**config.mk**
```make
export PLATFORM = sky130hd
export DESIGN_NAME = uart_tx_arbiter_flat
export DESIGN_NICKNAME = d
export VERILOG_FILES = /design/src/rtl/uart_tx_arbiter_if.sv /design/src/rtl/uart_tx_arbiter.sv /design/src/flat_wrapper.sv
export SDC_FILE = /design/constraint.sdc
export NUM_CORES = 1
export LEC_CHECK = 0
export ABC_CLOCK_PERIOD_IN_PS = 5700
export CORE_MARGIN = 1
export CORE_UTILIZATION = 53
export CTS_BUF_LIST = sky130_fd_sc_hd__clkbuf_4 sky130_fd_sc_hd__clkbuf_8 sky130_fd_sc_hd__clkbuf_16
export DETAILED_ROUTE_END_ITERATION = 6
export GPL_TIMING_DRIVEN = 0
export PLACE_DENSITY = 0.85
export SKIP_LAST_GASP = 1
export SLEW_MARGIN = 20
export SYNTH_ARGS = -nofsm -noshare
export SYNTH_HDL_FRONTEND = slang
export SYNTH_SLANG_ARGS = --single-unit
```
**constraint.sdc**
```tcl
create_clock -name wb_clk_i -period 5.7 [get_ports wb_clk_i]
set_clock_uncertainty 0.05 [all_clocks]
set_input_delay 1.71 -clock wb_clk_i [delete_from_list [all_inputs] [get_ports wb_clk_i]]
set_output_delay 1.71 -clock wb_clk_i [all_outputs]
set_load 0.01 [all_outputs]
```
**src/rtl/uart_tx_arbiter_if.sv**
```systemverilog
// Wishbone register-port bundle between the arbiter (master) and the UART (slave).
// Single-beat writes only; stb mirrors cyc and we is high for every cycle.
interface uart_tx_arbiter_if;
    logic [3:0]  wbm_adr_o;
    logic [31:0] wbm_dat_o;
    logic [3:0]  wbm_sel_o;
    logic        wbm_we_o;
    logic        wbm_cyc_o;
    logic        wbm_stb_o;
    logic        wbm_ack_i;

    modport master (
        output wbm_adr_o, wbm_dat_o, wbm_sel_o, wbm_we_o, wbm_cyc_o, wbm_stb_o,
        input  wbm_ack_i
    );

    modport slave (
        input  wbm_adr_o, wbm_dat_o, wbm_sel_o, wbm_we_o, wbm_cyc_o, wbm_stb_o,
        output wbm_ack_i
    );
endinterface

```
**src/rtl/uart_tx_arbiter.sv**
```systemverilog
// Packet-granular round-robin arbiter sharing one UART transmitter between two
// byte streams; also owns the UART baud-divider register writes.
module uart_tx_arbiter #(
    parameter logic [31:0] DEFAULT_DIV = 32'd104,
    parameter int          ACK_TIMEOUT = 65535,
    parameter int          TO_W        = 16
) (
    input  logic              wb_clk_i,
    input  logic              wb_rst_i,
    uart_tx_arbiter_if.master wb,
    input  logic [7:0]        s0_data,
    input  logic              s0_valid,
    input  logic              s0_last,
    output logic              s0_ready,
    input  logic [7:0]        s1_data,
    input  logic              s1_valid,
    input  logic              s1_last,
    output logic              s1_ready,
    input  logic [31:0]       cfg_div,
    input  logic              cfg_div_load,
    output logic [1:0]        grant,
    output logic              busy,
    output logic              err_timeout,
    input  logic              err_clr
);
    typedef enum logic [1:0] {ST_DIV, ST_IDLE, ST_CAPTURE, ST_WRITE} state_t;

    localparam bit             TO_EN    = (ACK_TIMEOUT != 0);
    localparam logic [TO_W-1:0] TO_LIMIT = TO_W'(ACK_TIMEOUT - 1);

    state_t            state_reg, state_next;
    logic              cyc_reg, cyc_next;
    logic [3:0]        adr_reg, adr_next;
    logic [31:0]       dat_reg, dat_next;
    logic [3:0]        sel_reg, sel_next;
    logic [31:0]       shadow_reg, shadow_next;
    logic              pending_reg, pending_next;
    logic              winner_reg, winner_next;   // 1: s1 won the previous packet
    logic [1:0]        grant_reg, grant_next;
    logic              last_reg, last_next;
    logic [TO_W-1:0]   cnt_reg, cnt_next;
    logic              err_reg, err_next;
    logic              busy_reg, busy_next;

    logic [1:0]        req_valid;
    logic [1:0]        ready_vec;
    logic              timeout;
    logic              done;

    assign req_valid = {s1_valid, s0_valid};

    genvar gi;
    generate
        for (gi = 0; gi < 2; gi++) begin : g_ready
            assign ready_vec[gi] = (state_reg == ST_CAPTURE) && grant_reg[gi] && req_valid[gi];
        end
    endgenerate

    assign s0_ready = ready_vec[0];
    assign s1_ready = ready_vec[1];

    // An ack on the limit cycle wins over the timeout.
    assign timeout = TO_EN && cyc_reg && !wb.wbm_ack_i && (cnt_reg == TO_LIMIT);
    assign done    = cyc_reg && (wb.wbm_ack_i || timeout);

    always_comb begin
        state_next   = state_reg;
        cyc_next     = cyc_reg;
        adr_next     = adr_reg;
        dat_next     = dat_reg;
        sel_next     = sel_reg;
        shadow_next  = shadow_reg;
        pending_next = pending_reg;
        winner_next  = winner_reg;
        grant_next   = grant_reg;
        last_next    = last_reg;
        cnt_next     = (!cyc_reg || done) ? '0 : cnt_reg + TO_W'(1);
        err_next     = timeout ? 1'b1 : (err_clr ? 1'b0 : err_reg);

        case (state_reg)
            ST_DIV: begin
                if (!cyc_reg) begin
                    // First cycle out of reset: launch the default divider write.
                    cyc_next = 1'b1;
                    adr_next = 4'h0;
                    sel_next = 4'hF;
                    dat_next = shadow_reg;
                end else if (done) begin
                    cyc_next     = 1'b0;
                    pending_next = 1'b0;
                    state_next   = ST_IDLE;
                end
            end
            ST_IDLE: begin
                if (pending_reg) begin
                    cyc_next   = 1'b1;
                    adr_next   = 4'h0;
                    sel_next   = 4'hF;
                    dat_next   = shadow_reg;
                    state_next = ST_DIV;
                end else if (s0_valid || s1_valid) begin
                    winner_next = s1_valid && !(s0_valid && winner_reg);
                    grant_next  = winner_next ? 2'b10 : 2'b01;
                    state_next  = ST_CAPTURE;
                end
            end
            ST_CAPTURE: begin
                if (|ready_vec) begin
                    last_next  = grant_reg[1] ? s1_last : s0_last;
                    dat_next   = {24'h0, grant_reg[1] ? s1_data : s0_data};
                    adr_next   = 4'h4;
                    sel_next   = 4'h1;
                    cyc_next   = 1'b1;
                    state_next = ST_WRITE;
                end
            end
            ST_WRITE: begin
                if (done) begin
                    cyc_next = 1'b0;
                    if (last_reg) begin
                        grant_next = 2'b00;
                        state_next = ST_IDLE;
                    end else begin
                        state_next = ST_CAPTURE;
                    end
                end
            end
            default: state_next = ST_IDLE;
        endcase

        // A load always re-arms the divider write, even while one is completing.
        if (cfg_div_load) begin
            shadow_next  = cfg_div;
            pending_next = 1'b1;
        end

        busy_next = (state_next != ST_IDLE);
    end

    always_ff @(posedge wb_clk_i or posedge wb_rst_i) begin
        if (wb_rst_i) begin
            state_reg   <= ST_DIV;
            cyc_reg     <= 1'b0;
            adr_reg     <= 4'h0;
            dat_reg     <= 32'h0;
            sel_reg     <= 4'h0;
            shadow_reg  <= DEFAULT_DIV;
            pending_reg <= 1'b1;
            winner_reg  <= 1'b1;
            grant_reg   <= 2'b00;
            last_reg    <= 1'b0;
            cnt_reg     <= '0;
            err_reg     <= 1'b0;
            busy_reg    <= 1'b0;
        end else begin
            state_reg   <= state_next;
            cyc_reg     <= cyc_next;
            adr_reg     <= adr_next;
            dat_reg     <= dat_next;
            sel_reg     <= sel_next;
            shadow_reg  <= shadow_next;
            pending_reg <= pending_next;
            winner_reg  <= winner_next;
            grant_reg   <= grant_next;
            last_reg    <= last_next;
            cnt_reg     <= cnt_next;
            err_reg     <= err_next;
            busy_reg    <= busy_next;
        end
    end

    assign wb.wbm_cyc_o = cyc_reg;
    assign wb.wbm_stb_o = cyc_reg;
    assign wb.wbm_we_o  = cyc_reg;
    assign wb.wbm_adr_o = adr_reg;
    assign wb.wbm_dat_o = dat_reg;
    assign wb.wbm_sel_o = sel_reg;

    assign grant       = grant_reg;
    assign busy        = busy_reg;
    assign err_timeout = err_reg;
endmodule

```
**src/flat_wrapper.sv**
```systemverilog
// flat-port wrapper written by rule: the top's interface ports become plain ports
module uart_tx_arbiter_flat 
#(
    parameter logic [31:0] DEFAULT_DIV = 32'd104,
    parameter int          ACK_TIMEOUT = 65535,
    parameter int          TO_W        = 16
)
  (wb_clk_i, wb_rst_i, s0_data, s0_valid, s0_last, s0_ready, s1_data, s1_valid, s1_last, s1_ready, cfg_div, cfg_div_load, grant, busy, err_timeout, err_clr, wb_wbm_adr_o, wb_wbm_dat_o, wb_wbm_sel_o, wb_wbm_we_o, wb_wbm_cyc_o, wb_wbm_stb_o, wb_wbm_ack_i);
  uart_tx_arbiter_if wb_i ();
  input  logic wb_clk_i;
  input  logic wb_rst_i;
  input  logic [7:0] s0_data;
  input  logic s0_valid;
  input  logic s0_last;
  output logic s0_ready;
  input  logic [7:0] s1_data;
  input  logic s1_valid;
  input  logic s1_last;
  output logic s1_ready;
  input  logic [31:0] cfg_div;
  input  logic cfg_div_load;
  output logic [1:0] grant;
  output logic busy;
  output logic err_timeout;
  input  logic err_clr;
  output wire logic [$bits(wb_i.wbm_adr_o)-1:0] wb_wbm_adr_o;
  output wire logic [$bits(wb_i.wbm_dat_o)-1:0] wb_wbm_dat_o;
  output wire logic [$bits(wb_i.wbm_sel_o)-1:0] wb_wbm_sel_o;
  output wire logic [$bits(wb_i.wbm_we_o)-1:0] wb_wbm_we_o;
  output wire logic [$bits(wb_i.wbm_cyc_o)-1:0] wb_wbm_cyc_o;
  output wire logic [$bits(wb_i.wbm_stb_o)-1:0] wb_wbm_stb_o;
  input wire logic [$bits(wb_i.wbm_ack_i)-1:0] wb_wbm_ack_i;
  assign wb_wbm_adr_o = wb_i.wbm_adr_o;
  assign wb_wbm_dat_o = wb_i.wbm_dat_o;
  assign wb_wbm_sel_o = wb_i.wbm_sel_o;
  assign wb_wbm_we_o = wb_i.wbm_we_o;
  assign wb_wbm_cyc_o = wb_i.wbm_cyc_o;
  assign wb_wbm_stb_o = wb_i.wbm_stb_o;
  assign wb_i.wbm_ack_i = wb_wbm_ack_i;
  uart_tx_arbiter #(.DEFAULT_DIV(DEFAULT_DIV), .ACK_TIMEOUT(ACK_TIMEOUT), .TO_W(TO_W)) u_core (.wb_clk_i(wb_clk_i), .wb_rst_i(wb_rst_i), .wb(wb_i), .s0_data(s0_data), .s0_valid(s0_valid), .s0_last(s0_last), .s0_ready(s0_ready), .s1_data(s1_data), .s1_valid(s1_valid), .s1_last(s1_last), .s1_ready(s1_ready), .cfg_div(cfg_div), .cfg_div_load(cfg_div_load), .grant(grant), .busy(busy), .err_timeout(err_timeout), .err_clr(err_clr));
endmodule
```
# ---- Word level (Yosys, flattened, before mapping)
# Cells that the tools add are included.
dict set report op_classes {
  add_sub_neg 1
  eq_ne 12
  muxes 40
  bitwise_logic 1
  n_reduce_logical 29
}
# op n
set op_table {}
lappend op_table {{2-to-1 mux 32 bit} 3}
lappend op_table {{one-hot mux 32 bit (3 select lines)} 1}
lappend op_table {{2-to-1 mux 2 bit} 12}
lappend op_table {{2-to-1 mux 4 bit} 6}
lappend op_table {{one-hot mux 4 bit (3 select lines)} 2}
lappend op_table {{adder 16 x 1 -> 16 bit, second input constant} 1}
lappend op_table {{== test 16 bit, second input constant} 1}
lappend op_table {{2-to-1 mux 16 bit} 1}
lappend op_table {{2-to-1 mux 1 bit} 11}
lappend op_table {{inequality test 2 x 1 -> 1 bit, second input constant} 5}
lappend op_table {{nonzero test 2 bit} 5}
lappend op_table {{logical AND 1 bit} 9}
lappend op_table {{AND reduction 3 bit} 3}
lappend op_table {{2-to-1 mux 8 bit} 1}
lappend op_table {{one-hot mux 2 bit (4 select lines)} 1}
lappend op_table {{inequality test 2 bit, second input constant} 3}
lappend op_table {{AND reduction 5 bit} 1}
lappend op_table {{== test 2 bit, second input constant} 2}
lappend op_table {{one-hot mux 1 bit (4 select lines)} 1}
lappend op_table {{one-hot mux 2 bit (2 select lines)} 1}
lappend op_table {{AND reduction 4 bit} 1}
lappend op_table {{zero test 1 bit} 3}
lappend op_table {{logical OR 1 bit} 3}
lappend op_table {{nonzero test 3 bit} 1}
lappend op_table {{other kinds (5)} 5}
dict set report word_totals {
  ff_bits 98
  inputBits 57
  out_inout_bits 49
  word_cells 96
}

# ---- Depth between registers and ports, before layout
dict set report depth {
  depth_word 9
  ltp_mapped 8
  depth_no_buf 7
}

# ---- Worst setup path after synthesis
# No wires, ideal clock.
dict set report synth_path {
  path_kind {input port to output port}
  from {input s0_valid}
  to {output s0_ready}
  t_arrival_ps 1900
  required_time_ps 3940
  path_slack_ps 2040
  cell_stages 1
  path_buffers 0
  path_cell_list {and3_1}
}
dict set report synth_between {
  elab_chain_cells 1
}
# item line
set synth_rtl {}
lappend synth_rtl {{start, declared} flat_wrapper.sv:13} ;# input logic s0_valid;
lappend synth_rtl {{logical AND 1 bit} uart_tx_arbiter.sv:55} ;# assign ready_vec[gi] = (state_reg == ST_CAPTURE) && grant_reg[gi] && req_valid[gi];
lappend synth_rtl {{end, declared} flat_wrapper.sv:15} ;# output logic s0_ready;
# No other way between the ends.

# ---- Worst setup path after layout
dict set report layout_path {
  from {input s1_valid}
  to {output s1_ready}
}
dict set report layout_between {
  elab_chain_cells 1
}
# item line
set layout_rtl {}
lappend layout_rtl {{start, declared} flat_wrapper.sv:17} ;# input logic s1_valid;
lappend layout_rtl {{logical AND 1 bit} uart_tx_arbiter.sv:55}
lappend layout_rtl {{end, declared} flat_wrapper.sv:19} ;# output logic s1_ready;
# No other way between the ends.

==> run_results.csv <==
group,metric,value,unit
layout,drive_above_1_share,13.9,%
logic_synthesis,synth_top_area_share,51.9,%
sta,tightest_slew,0.650,ns
clock_tree,cts.sinks,93,
detailed_routing,wl_per_cell,15.8,µm
floorplan,die_x,91.4,µm
clock_tree,post_cts_buffers,0,
pwr,combPwrFrac,45.5,%
logic_synthesis,synthAdderAreaFrac,2.07,%
pwr,p_seq_share,37.3,%
layout,mostFrequentLayoutCells,"clkdlybuf4s50_1 (101), dfrtp_1 (88), nand2_1 (51)",
logic_synthesis,synth.area.mux_share,11.0,%
sta,drv_slew,0,
hold_path,hp-class,"flop to flop",
pwr,p_per_area,464,nW/µm²
logic_synthesis,synth_compound_area_share,9.29,%
placed_design,hpwl,7170,µm
logic_synthesis,syn_avg_cell_area,10.7,µm²
grt,first_global_vias,3362,
clock_tree,cts_tree,"yes",
clock_tree,clockBufferDepth,2,
clock_tree,cts-hold-fix-buffers,0,
detailed_routing,drt_iter0_markers,103,
setup_path,r2r_start,"u_core.state_reg[0]",
sta,fmax,0.209,GHz
detailed_routing,drt_wl_total,9780,µm
pwr,p_sw,962,µW
clock_tree,ctsResizeCount,0,
detailed_routing,via_per_inst,5.37,
placed_design,place.gp.congestion,0.847,
logic_synthesis,yosys_warnings,0,
clock_tree,numCtsBuffers,9,
status,status,"completed",
grt,antenna_found_initial,0,
setup_path,critPathMaxFanout,6,
grt,grt_pass1_wl,16400,µm
pwr,vdd_ir_drop_max,0.274,mV
setup_path,required,3.94,ns
sta,rsz0062_at_grt,"false",
logic_synthesis,synthTopCellsByArea,"dfrtp_1 (52%), mux2_2 (8.5%), nand2_1 (4.5%)",
detailed_routing,drc,0,
floorplan,fp.dieH,91.4,µm
sta,setup_viol,0,
logic_synthesis,syn_area,4240,µm²
sta,setup_tns,0,ns
logic_synthesis,synth-seq-cells,93,
layout,post-route-util,72.7,%
logic_synthesis,synth_top_area_cell,"dfrtp_1",
sta,period_share,84.1,%
hold_path,min_from,"u_core.wb.wbm_sel_o[0]",
floorplan,rows,32,
logic_synthesis,ys_seq_area_share,55.0,%
floorplan,coreArea,7730,µm²
pwr,pwr-share-clk,17.3,%
clock_tree,clock_latency,0.36,ns
setup_path,endpoint_kind,"primary output",
setup_path,crit_start,"s1_valid",
floorplan,initial_core_util,54.9,%
grt,overflow,0,
layout,final_common_cell,"clkdlybuf4s50_1",
floorplan,ios,106,
sta,worst_slew_margin_rel,56.7,%
logic_synthesis,yosys.area_share.simple,15.1,%
clock_tree,path_clk_slew,0.10,ns
pwr,swShare,36.9,%
sta,finalHoldViolations,0,
logic_synthesis,yosysUniqueCellTypes,42,
setup_path,crit_type,"input port to primary output",
setup_path,cp.arrival,3.03,ns
pwr,p_leak,2.40,nW
logic_synthesis,synth_xor_xnor_area_share,2.89,%
detailed_routing,route.vias.total,3327,
detailed_routing,ant_nets,0,
grt,track_usage,25.4,%
clock_tree,cts_root_buf,"clkbuf_8",
floorplan,dieArea,8360,µm²
logic_synthesis,synth_top_family_by_area,"simple AND/OR/NAND/NOR gates",
pwr,totalPowerFinal,2.61,mW
sta,fin_crit,4.79,ns
placed_design,port_buffers,101,
job,cap_violations,0,
detailed_routing,drt_first_pass_iters,4,
layout,area_growth,32.5,%
layout,finalNetCount,576,
setup_path,crit_path_start_kind,"input port",
clock_tree,htreeDepth,3,
layout,n_antenna_cell,0,
logic_synthesis,syn_inst,397,
grt,grt_start_max_net_pins,53,
pwr,p_int,1.65,mW
worst max-delay path, cell delays in order:
cell and delay, ns:
clkdlybuf4s50_1 0.60, and3_1 0.19, clkdlybuf4s50_1 0.53
power groups by stage:
stage / logic (mW) / clock network [mW] / registers (mW)
2_1_floorplan: 0.610 / 0 / 1.02
3_3_place_gp: 1.14 / 0 / 0.971
3_5_place_dp: 1.19 / 0 / 0.981
4_1_cts: 1.19 / 0.456 / 0.970
5_1_grt: 1.30 / 0.482 / 0.995
6_report: 1.19 / 0.450 / 0.972
metrics by stage:
step	setup WS, ns	std cells	cell area (µm²)	hold WS [ns]
global route	0.855	619	5620	0.457
finish	0.907	619	5620	0.435
detailed placement	0.923	603	5420	0.405
CTS	0.923	619	5620	0.432
global placement	0.276	602	5390	0.403
floorplan	1.53	399	4250	0.412
layout make-up:
| class | count | area (µm²) |
|---|---|---|
| Buffer | 28 | 153 |
| Clock buffer | 10 | 131 |
| Clock inverter | 6 | 71.3 |
| Fill cell | 558 | 2110 |
| Inverter | 11 | 43.8 |
| Multi-Input combinational cell | 267 | 1720 |
| Sequential cell | 93 | 2330 |
| Tap cell | 102 | 128 |
| Timing Repair Buffer | 102 | 1040 |
synthesized netlist by cell type:
master / number
a21o_1: 1
inv_1: 11
nand4_1: 7
buf_2: 2
buf_6: 2
o21ai_1: 20
mux2_2: 32
o21ai_0: 29
conb_1: 1
nand4b_1: 1
a2111o_1: 1
clkbuf_1: 16
nor3_2: 1
nor3_1: 4
nand2b_1: 26
o31a_1: 1
dfstp_2: 5
nand3_1: 6
and2_1: 2
and3_1: 5
nand2_1: 51
nor2_1: 22
o2111a_1: 1
a22o_4: 1
a32oi_1: 1
nor2b_1: 2
o211ai_1: 1
and4_1: 1
or3_1: 2
xnor2_1: 6
mux2i_1: 9
or2_2: 1
o221ai_1: 2
xor2_1: 8
a31oi_1: 1
ha_1: 7
a22oi_1: 1
dfrtp_1: 88
a21oi_1: 9
nand2_2: 1
buf_4: 8
mux2_4: 1
path summary, 6_finish.rpt:
| kind | to | slack (ns) | depth (start not counted) |
|---|---|---|---|
| hold reg to reg | u_core.wb.wbm_sel_o[0] | 0.43 | 1 |
| setup / recovery | s1_ready | 0.91 | 3 |
| hold / removal | u_core.wb.wbm_sel_o[0] | 0.43 | 1 |
| min in group asynchronous | u_core.shadow_reg[23] | 1.69 | 2 |
| setup reg to reg | u_core.wb.wbm_dat_o[16] | 3.38 | 8 |
| max in group asynchronous | u_core.winner_reg | 3.22 | 3 |
cells by family after synthesis:
| group | after synthesis |
|---|---|
| muxes | 42 |
| and+or+nand+nor | 132 |
| buffers and inverters | 39 |
| other | 1 |
| DFF | 93 |
| xor gates and xnor gates | 14 |
| AOI/OAI and AO/OA | 69 |
| adders and majority gates | 7 |
layer usage:
layer  up-vias  track usage, %  share of wire (%)
li1       1561               -                  -
met1      1616            31.8                 41
met2       119            41.4                 49
met3        31            5.03                5.6
met4         0            14.2                3.8
met5         -               0                  0
Note: power is estimated with default switching activity, not from simulation.
